===== config.mk =====
export PLATFORM = sky130hd
export DESIGN_NAME = pc_gen_flat
export DESIGN_NICKNAME = d
export VERILOG_FILES = /design/src/rtl/pc_gen_if.sv /design/src/rtl/pc_gen.sv /design/src/flat_wrapper.sv
export SDC_FILE = /design/constraint.sdc
export NUM_CORES = 1
export LEC_CHECK = 0
export ABC_AREA = 1
export BUFFER_PORTS_ARGS = -buffer_cell sky130_fd_sc_hd__buf_2
export CORE_ASPECT_RATIO = 1.75
export CORE_MARGIN = 2
export CORE_UTILIZATION = 25
export DETAILED_ROUTE_END_ITERATION = 8
export SLEW_MARGIN = 20
export SYNTH_ARGS = -nofsm -noshare
export SYNTH_HDL_FRONTEND = slang
export SYNTH_SLANG_ARGS = --single-unit

===== constraint.sdc =====
create_clock -name i_clk -period 7.1 [get_ports i_clk]
set_input_delay 2.13 -clock i_clk [delete_from_list [all_inputs] [get_ports i_clk]]
set_output_delay 2.13 -clock i_clk [all_outputs]
set_load 0.03 [all_outputs]

===== src/rtl/pc_gen_if.sv =====
// Control-side bundle for the fetch-stage program-counter generator.
// The master modport is the control unit; the slave modport is pc_gen itself.
interface pc_gen_if #(
    parameter int unsigned PC_WIDTH = 32
);
    logic                i_stall;
    logic [2:0]          i_sel;
    logic [PC_WIDTH-1:0] i_imm_val;
    logic [PC_WIDTH-1:0] i_reg_val;
    logic                i_push;
    logic [PC_WIDTH-1:0] o_pc_val;
    logic [PC_WIDTH-1:0] o_pc_val_inc;
    logic                o_redirect;
    logic                o_ras_empty;
    logic                o_ras_full;
    logic                o_ras_miss;

    modport master (
        output i_stall, i_sel, i_imm_val, i_reg_val, i_push,
        input  o_pc_val, o_pc_val_inc, o_redirect, o_ras_empty, o_ras_full, o_ras_miss
    );

    modport slave (
        input  i_stall, i_sel, i_imm_val, i_reg_val, i_push,
        output o_pc_val, o_pc_val_inc, o_redirect, o_ras_empty, o_ras_full, o_ras_miss
    );
endinterface


===== src/rtl/pc_gen.sv =====
// Fetch-stage PC generator with stall, return-address stack and redirect pulse.
// Optional macro PC_ALIGN_CHECK_EN rejects word-misaligned targets and adds o_misalign.
module pc_gen #(
    parameter int unsigned          PC_WIDTH  = 32,
    parameter logic [PC_WIDTH-1:0]  RESET_VEC = '0,
    parameter int unsigned          INCR      = 4,
    parameter int unsigned          RAS_DEPTH = 4
) (
    input  logic       i_clk,
    input  logic       i_rst,
    pc_gen_if.slave    bus
`ifdef PC_ALIGN_CHECK_EN
    ,
    output logic       o_misalign
`endif
);

    localparam int unsigned PTR_W = $clog2(RAS_DEPTH);
    localparam int unsigned CNT_W = PTR_W + 1;
    localparam logic [PC_WIDTH-1:0] LP_INCR  = PC_WIDTH'(INCR);
    localparam logic [CNT_W-1:0]    LP_DEPTH = CNT_W'(RAS_DEPTH);

    typedef enum logic [2:0] {
        OP_RST  = 3'd0,
        OP_INCR = 3'd1,
        OP_IMM  = 3'd2,
        OP_ALU  = 3'd3,
        OP_RET  = 3'd4
    } op_t;

    logic [PC_WIDTH-1:0] r_pc;
    logic [PTR_W-1:0]    r_top;
    logic [CNT_W-1:0]    r_cnt;
    logic                r_redirect;
    logic                r_ras_miss;
    logic [PC_WIDTH-1:0] r_stack [RAS_DEPTH];

    op_t                 w_op;
    logic [PC_WIDTH-1:0] w_pc_inc;
    logic [PC_WIDTH-1:0] w_sum;
    logic [PC_WIDTH-1:0] w_alu;
    logic [PC_WIDTH-1:0] w_target;
    logic                w_empty;
    logic                w_full;
    logic                w_reject;
    logic                w_apply;
    logic [PTR_W-1:0]    w_top_next;
    logic [CNT_W-1:0]    w_cnt_next;
    logic                w_wr_en;
    logic [PTR_W-1:0]    w_wr_ptr;

    assign w_pc_inc = r_pc + LP_INCR;
    assign w_sum    = bus.i_reg_val + bus.i_imm_val;
    assign w_alu    = {w_sum[PC_WIDTH-1:1], 1'b0};
    assign w_empty  = (r_cnt == '0);
    assign w_full   = (r_cnt == LP_DEPTH);

    // Unused encodings 5-7 fall back to sequential fetch.
    always_comb begin
        w_op = OP_INCR;
        if (bus.i_sel <= 3'd4) begin
            w_op = op_t'(bus.i_sel);
        end
    end

    always_comb begin
        w_target = w_pc_inc;
        case (w_op)
            OP_RST:  w_target = RESET_VEC;
            OP_INCR: w_target = w_pc_inc;
            OP_IMM:  w_target = r_pc + bus.i_imm_val;
            OP_ALU:  w_target = w_alu;
            OP_RET:  w_target = w_empty ? w_alu : r_stack[r_top];
            default: w_target = w_pc_inc;
        endcase
    end

`ifdef PC_ALIGN_CHECK_EN
    assign w_reject = (w_op != OP_RST) && (w_target[1:0] != 2'b00);
`else
    assign w_reject = 1'b0;
`endif

    assign w_apply = !bus.i_stall && !w_reject;

    // Stack bookkeeping: a combined pop+push rewrites the top entry in place.
    always_comb begin
        w_top_next = r_top;
        w_cnt_next = r_cnt;
        w_wr_en    = 1'b0;
        w_wr_ptr   = r_top;
        if (w_apply) begin
            if (w_op == OP_RST) begin
                w_top_next = '0;
                w_cnt_next = '0;
            end else if (w_op == OP_RET && bus.i_push) begin
                w_wr_en    = 1'b1;
                w_wr_ptr   = r_top;
                w_cnt_next = w_empty ? CNT_W'(1) : r_cnt;
            end else if (bus.i_push) begin
                w_wr_en    = 1'b1;
                w_wr_ptr   = r_top + 1'b1;
                w_top_next = r_top + 1'b1;
                w_cnt_next = w_full ? r_cnt : r_cnt + 1'b1;
            end else if (w_op == OP_RET && !w_empty) begin
                w_top_next = r_top - 1'b1;
                w_cnt_next = r_cnt - 1'b1;
            end
        end
    end

    always_ff @(posedge i_clk or posedge i_rst) begin
        if (i_rst) begin
            r_pc       <= RESET_VEC;
            r_top      <= '0;
            r_cnt      <= '0;
            r_redirect <= 1'b0;
            r_ras_miss <= 1'b0;
        end else begin
            if (w_apply) begin
                r_pc <= w_target;
            end
            r_top      <= w_top_next;
            r_cnt      <= w_cnt_next;
            r_redirect <= w_apply && (w_op != OP_INCR);
            r_ras_miss <= w_apply && (w_op == OP_RET) && w_empty;
        end
    end

    // Stack contents need no reset; the count guards every read.
    always_ff @(posedge i_clk) begin
        if (w_wr_en) begin
            r_stack[w_wr_ptr] <= w_pc_inc;
        end
    end

`ifdef PC_ALIGN_CHECK_EN
    logic r_misalign;

    always_ff @(posedge i_clk or posedge i_rst) begin
        if (i_rst) begin
            r_misalign <= 1'b0;
        end else if (!bus.i_stall) begin
            if (w_op == OP_RST) begin
                r_misalign <= 1'b0;
            end else if (w_reject) begin
                r_misalign <= 1'b1;
            end
        end
    end

    assign o_misalign = r_misalign;
`endif

    assign bus.o_pc_val     = r_pc;
    assign bus.o_pc_val_inc = w_pc_inc;
    assign bus.o_redirect   = r_redirect;
    assign bus.o_ras_empty  = w_empty;
    assign bus.o_ras_full   = w_full;
    assign bus.o_ras_miss   = r_ras_miss;

endmodule

===== src/flat_wrapper.sv =====
// flat-port wrapper written by rule: the top's interface ports become plain ports
module pc_gen_flat 
#(
    parameter int unsigned          PC_WIDTH  = 32,
    parameter logic [PC_WIDTH-1:0]  RESET_VEC = '0,
    parameter int unsigned          INCR      = 4,
    parameter int unsigned          RAS_DEPTH = 4
)
  (i_clk, i_rst, bus_i_stall, bus_i_sel, bus_i_imm_val, bus_i_reg_val, bus_i_push, bus_o_pc_val, bus_o_pc_val_inc, bus_o_redirect, bus_o_ras_empty, bus_o_ras_full, bus_o_ras_miss);
  pc_gen_if #(.PC_WIDTH(PC_WIDTH)) bus_i ();
  input  logic i_clk;
  input  logic i_rst;
  input wire logic [$bits(bus_i.i_stall)-1:0] bus_i_stall;
  input wire logic [$bits(bus_i.i_sel)-1:0] bus_i_sel;
  input wire logic [$bits(bus_i.i_imm_val)-1:0] bus_i_imm_val;
  input wire logic [$bits(bus_i.i_reg_val)-1:0] bus_i_reg_val;
  input wire logic [$bits(bus_i.i_push)-1:0] bus_i_push;
  output wire logic [$bits(bus_i.o_pc_val)-1:0] bus_o_pc_val;
  output wire logic [$bits(bus_i.o_pc_val_inc)-1:0] bus_o_pc_val_inc;
  output wire logic [$bits(bus_i.o_redirect)-1:0] bus_o_redirect;
  output wire logic [$bits(bus_i.o_ras_empty)-1:0] bus_o_ras_empty;
  output wire logic [$bits(bus_i.o_ras_full)-1:0] bus_o_ras_full;
  output wire logic [$bits(bus_i.o_ras_miss)-1:0] bus_o_ras_miss;
  assign bus_i.i_stall = bus_i_stall;
  assign bus_i.i_sel = bus_i_sel;
  assign bus_i.i_imm_val = bus_i_imm_val;
  assign bus_i.i_reg_val = bus_i_reg_val;
  assign bus_i.i_push = bus_i_push;
  assign bus_o_pc_val = bus_i.o_pc_val;
  assign bus_o_pc_val_inc = bus_i.o_pc_val_inc;
  assign bus_o_redirect = bus_i.o_redirect;
  assign bus_o_ras_empty = bus_i.o_ras_empty;
  assign bus_o_ras_full = bus_i.o_ras_full;
  assign bus_o_ras_miss = bus_i.o_ras_miss;
  pc_gen #(.PC_WIDTH(PC_WIDTH), .RESET_VEC(RESET_VEC), .INCR(INCR), .RAS_DEPTH(RAS_DEPTH)) u_core (.i_clk(i_clk), .i_rst(i_rst), .bus(bus_i));
endmodule

==> flow_summary_export.csv <==
group,metric,value,unit
placed_design,place_area,14000,um^2
yosys,synthesis.area,12500,um^2
pwr,irDropWorstVdd,0.129,mV
drt,route.detailed.drc,0,
floorplanning,dieArea,51900,um^2
placed_design,place_congestion,0.973,
setup_path,path_max_fanout,9,
pwr,power_density,271,nW/um^2
sta,grt_setup_unrepaired,"false",
sta,finalHoldViolCount,0,
yosys,yosys-mux-area-fraction,0,%
yosys,synth_top_area_share,30.8,%
yosys,synth-compound-area-share,8.42,%
floorplanning,ioPinCount,139,
floorplanning,fp-row-count,108,
final_layout,antenna_cells,0,
yosys,yosys_warnings,0,
min_path,hp-class,"flop to flop",
yosys,syn-mean-instance-area,7.01,um^2
global_route,grtUsageTotal,18.1,%
global_route,antenna_found_initial,0,
clocking,cts-root-buf,"clkbuf_16",
clocking,cts_made_buffers,25,
yosys,ys_top_cells_by_count,"603 x nand2_1, 286 x inv_1, 179 x nor2_1, 128 x edfxtp_1, 119 x nand3_1",
yosys,synth_edf_count,128,
pwr,p_int,2360,uW
final_layout,synthToLayoutAreaGrowth,17.5,%
yosys,synth_top_family_by_area,"simple AND/OR/NAND/NOR gates",
setup_path,crit_path_start_kind,"flop",
placed_design,place_hpwl,39.6,mm
sta,setup_tns,0,ns
final_layout,final_area,14700,um^2
yosys,yosysMostFrequentCell,"nand2_1",
global_route,grt_pass1_wl,71.2,mm
yosys,ys_seq_area_share,38.6,%
sta,setup_violations,0,
sta,relSlewSlack,35.6,%
yosys,synth_xor_area_share,1.88,%
sta,tightest_slew,0.966,ns
drt,drt_iter0_drc,650,
clocking,path_clk_slew,0.07,ns
yosys,synth-main-ff-cell,"edfxtp_1",
yosys,async_reset_ff_share,23.4,%
min_path,hp-start,"u_core.r_cnt[2]$_DFFE_PP0P_",
drt,drt-pass1-iter-count,6,
setup_path,arrival,3.06,ns
clocking,post-cts-setup-buffers,0,
clocking,cts_max_level,4,
floorplanning,die_w,173,um
pwr,p_switching,1620,uW
floorplanning,core,49500,um^2
clocking,cts_resized,0,
clocking,cts_buffer_depth,3,
placed_design,numPortBuffers,138,
clocking,cts_hold_buf,0,
global_route,grt_max_degree,40,
clocking,insertion_delay,0.49,ns
drt,avgViaCountPerCell,4.75,
setup_path,criticalPathCategory,"flop to primary output",
job,cap_viol_max_count,0,
sta,drv_slew,0,
pwr,power_frac_clock,28.5,%
global_route,grt_pass1_vias,12300,
setup_path,r2r_setup_slack,4.37,ns
setup_path,path_cells,"ha_1, nand3_2, nor2_4, nand4_4, nor2_4, nand2_1, xor2_1, buf_2",
drt,num_vias,12300,
drt,wl,48.0,mm
setup_path,rr_worst_depth,10,
sta,min_period,5.19,ns
floorplanning,fp.dieH,300,um
sta,period_share,73.1,%
pwr,swShare,40.7,%
setup_path,crit_family,"simple AND/OR/NAND/NOR gates",
yosys,synth_simple_gate_area_share,34.2,%
pwr,combPwrFrac,38.3,%
setup_path,slowest_stage,"dfrtp_1",
yosys,synth_fa_ha_area_share,6.89,%
setup_path,critPathCaptureType,"primary output",
min_path,hold_depth,2,
drt,final_antenna_net_count,0,
yosys,synth-seq-cells,167,
sta,fin_skew,0.0217,ns
setup_path,cp-startpoint,"u_core.bus.o_pc_val[2]$_DFFE_PP0N_",
setup_path,slowest_delay,0.67,ns
setup_path,cp_common_cell,"nor2_4",
run_status,status,"finished, final reports clean",
min_path,hold_path_end,"u_core.r_cnt[2]$_DFFE_PP0P_",
floorplanning,start_util,25.3,%
yosys,synth_nets,1921,
setup_path,crit_buf_inv,1,
yosys,netlist_instances,1783,
final_layout,final_layout_size_suffix_gt1_share,11.5,%
clocking,cts_sinks,167,
global_route,grt-ovfl-total,0,
yosys,synthTopCellsByArea,"edfxtp_1 31%, nand2_1 18%, inv_1 8.6%",
clocking,cts_tree,"done",
pwr,p_leak,0.00723,uW
setup_path,timing.rr.end,"u_core.r_cnt[2]$_DFFE_PP0P_",
yosys,synthDistinctLibCells,45,
sta,max_freq,193,MHz
yosys,yosysTopAreaCell,"edfxtp_1",
final_layout,final_nets,2063,
setup_path,worstPathRequired,4.97,ns
drt,wl_per_cell,18.5,um
pwr,seqPwrFrac,33.2,%
setup_path,r2r_start,"u_core.r_cnt[2]$_DFFE_PP0P_",
==> sequential cells by signal (all words and copies together) (netlist names) <==
| signal | cells |
|---|---|
| u_core.bus.o_ras_miss | 1 |
| u_core.bus.o_pc_val | 32 |
| u_core.r_stack | 128 |
| u_core.r_top | 2 |
| u_core.bus.o_redirect | 1 |
| u_core.r_cnt | 3 |
==> cells by family (layout without fill, tap and decap cells) <==
family,Yosys count,after routing
AOI/OAI and AO/OA,188,188
xor gates and xnor gates,26,26
adders and majority gates,67,67
buffers and inverters,327,475
DFF,167,167
and+or+nand+nor,1008,1008
==> power by group through the flow <==
| stage | Clock [uW] | Sequential (uW) | Combinational, uW |
|---|---|---|---|
| finish | 1130 | 1320 | 1520 |
| global route | 1170 | 1330 | 1680 |
| CTS | 1140 | 1320 | 1520 |
| detailed placement | 0 | 1340 | 1520 |
| global placement | 0 | 1330 | 1500 |
| floorplan | 0 | 1370 | 949 |
==> per-stage QoR <==
step	total power [uW]	utilization, %	hold WS, ns	instances	setup slack (ns)
2_1_floorplan	2320	-	0.499	1783	2.39
3_3_place_gp	2830	28.2	0.516	2558	2.47
3_5_place_dp	2850	28.2	0.545	2558	2.45
4_1_cts	3990	29.7	0.558	2591	1.93
5_1_grt	4180	29.7	0.590	2591	1.78
6_report	3980	29.7	0.549	2591	1.91
==> cells in the final DEF, fill, tap and decap left out, types with 43 or more instances in the layout <==
master    instances
nand3_1         119
a21oi_1          63
nand2_1         603
o21ai_0          49
o22ai_1          43
buf_2           138
edfxtp_1        128
inv_1           284
nor2_1          174
ha_1             64
==> metal layers <==
metal / routed length, um / vias to the layer above / GRT usage, %
li1: - / 6036 / -
met1: 17100 / 5731 / 18.1
met4: 3620 / 0 / 13.2
met3: 1700 / 151 / 1.66
met2: 25600 / 383 / 34.8
met5: 0 / - / 0
==> worst register-to-register path: cells and delay by family (launching register included) <==
family / cells / cell delay [ns]
AO/OA/AOI/OAI: 2 / 0.54
buffers and inverters: 3 / 0.69
flip-flops: 1 / 0.37
AND/OR/NAND/NOR: 5 / 1.03
==> worst max-delay path by stage <==
| stage | cells after the start | slack (ns) | end |
|---|---|---|---|
| 3_5_place_dp | 7 | 2.45 | u_core.r_stack[2][27]$_DFFE_PP_ |
| 2_1_floorplan | 9 | 2.39 | u_core.r_stack[0][0]$_DFFE_PP_ |
| 6_report | 8 | 1.91 | bus_o_pc_val_inc[22] |
| 5_1_grt | 8 | 1.78 | bus_o_pc_val_inc[22] |
| 3_3_place_gp | 7 | 2.47 | u_core.r_stack[2][30]$_DFFE_PP_ |
| 4_1_cts | 8 | 1.93 | bus_o_pc_val_inc[22] |
==> cell type report <==
cell class | instances | area [um^2]
multi-input combinational | 1289 | 6430
tap | 660 | 826
timing repair buffer | 149 | 773
clock inverter | 6 | 106
sequential | 167 | 4820
inverter | 293 | 1100
fill | 5491 | 34800
clock buffer | 27 | 633
Note: power is estimated with default switching activity, not from simulation.
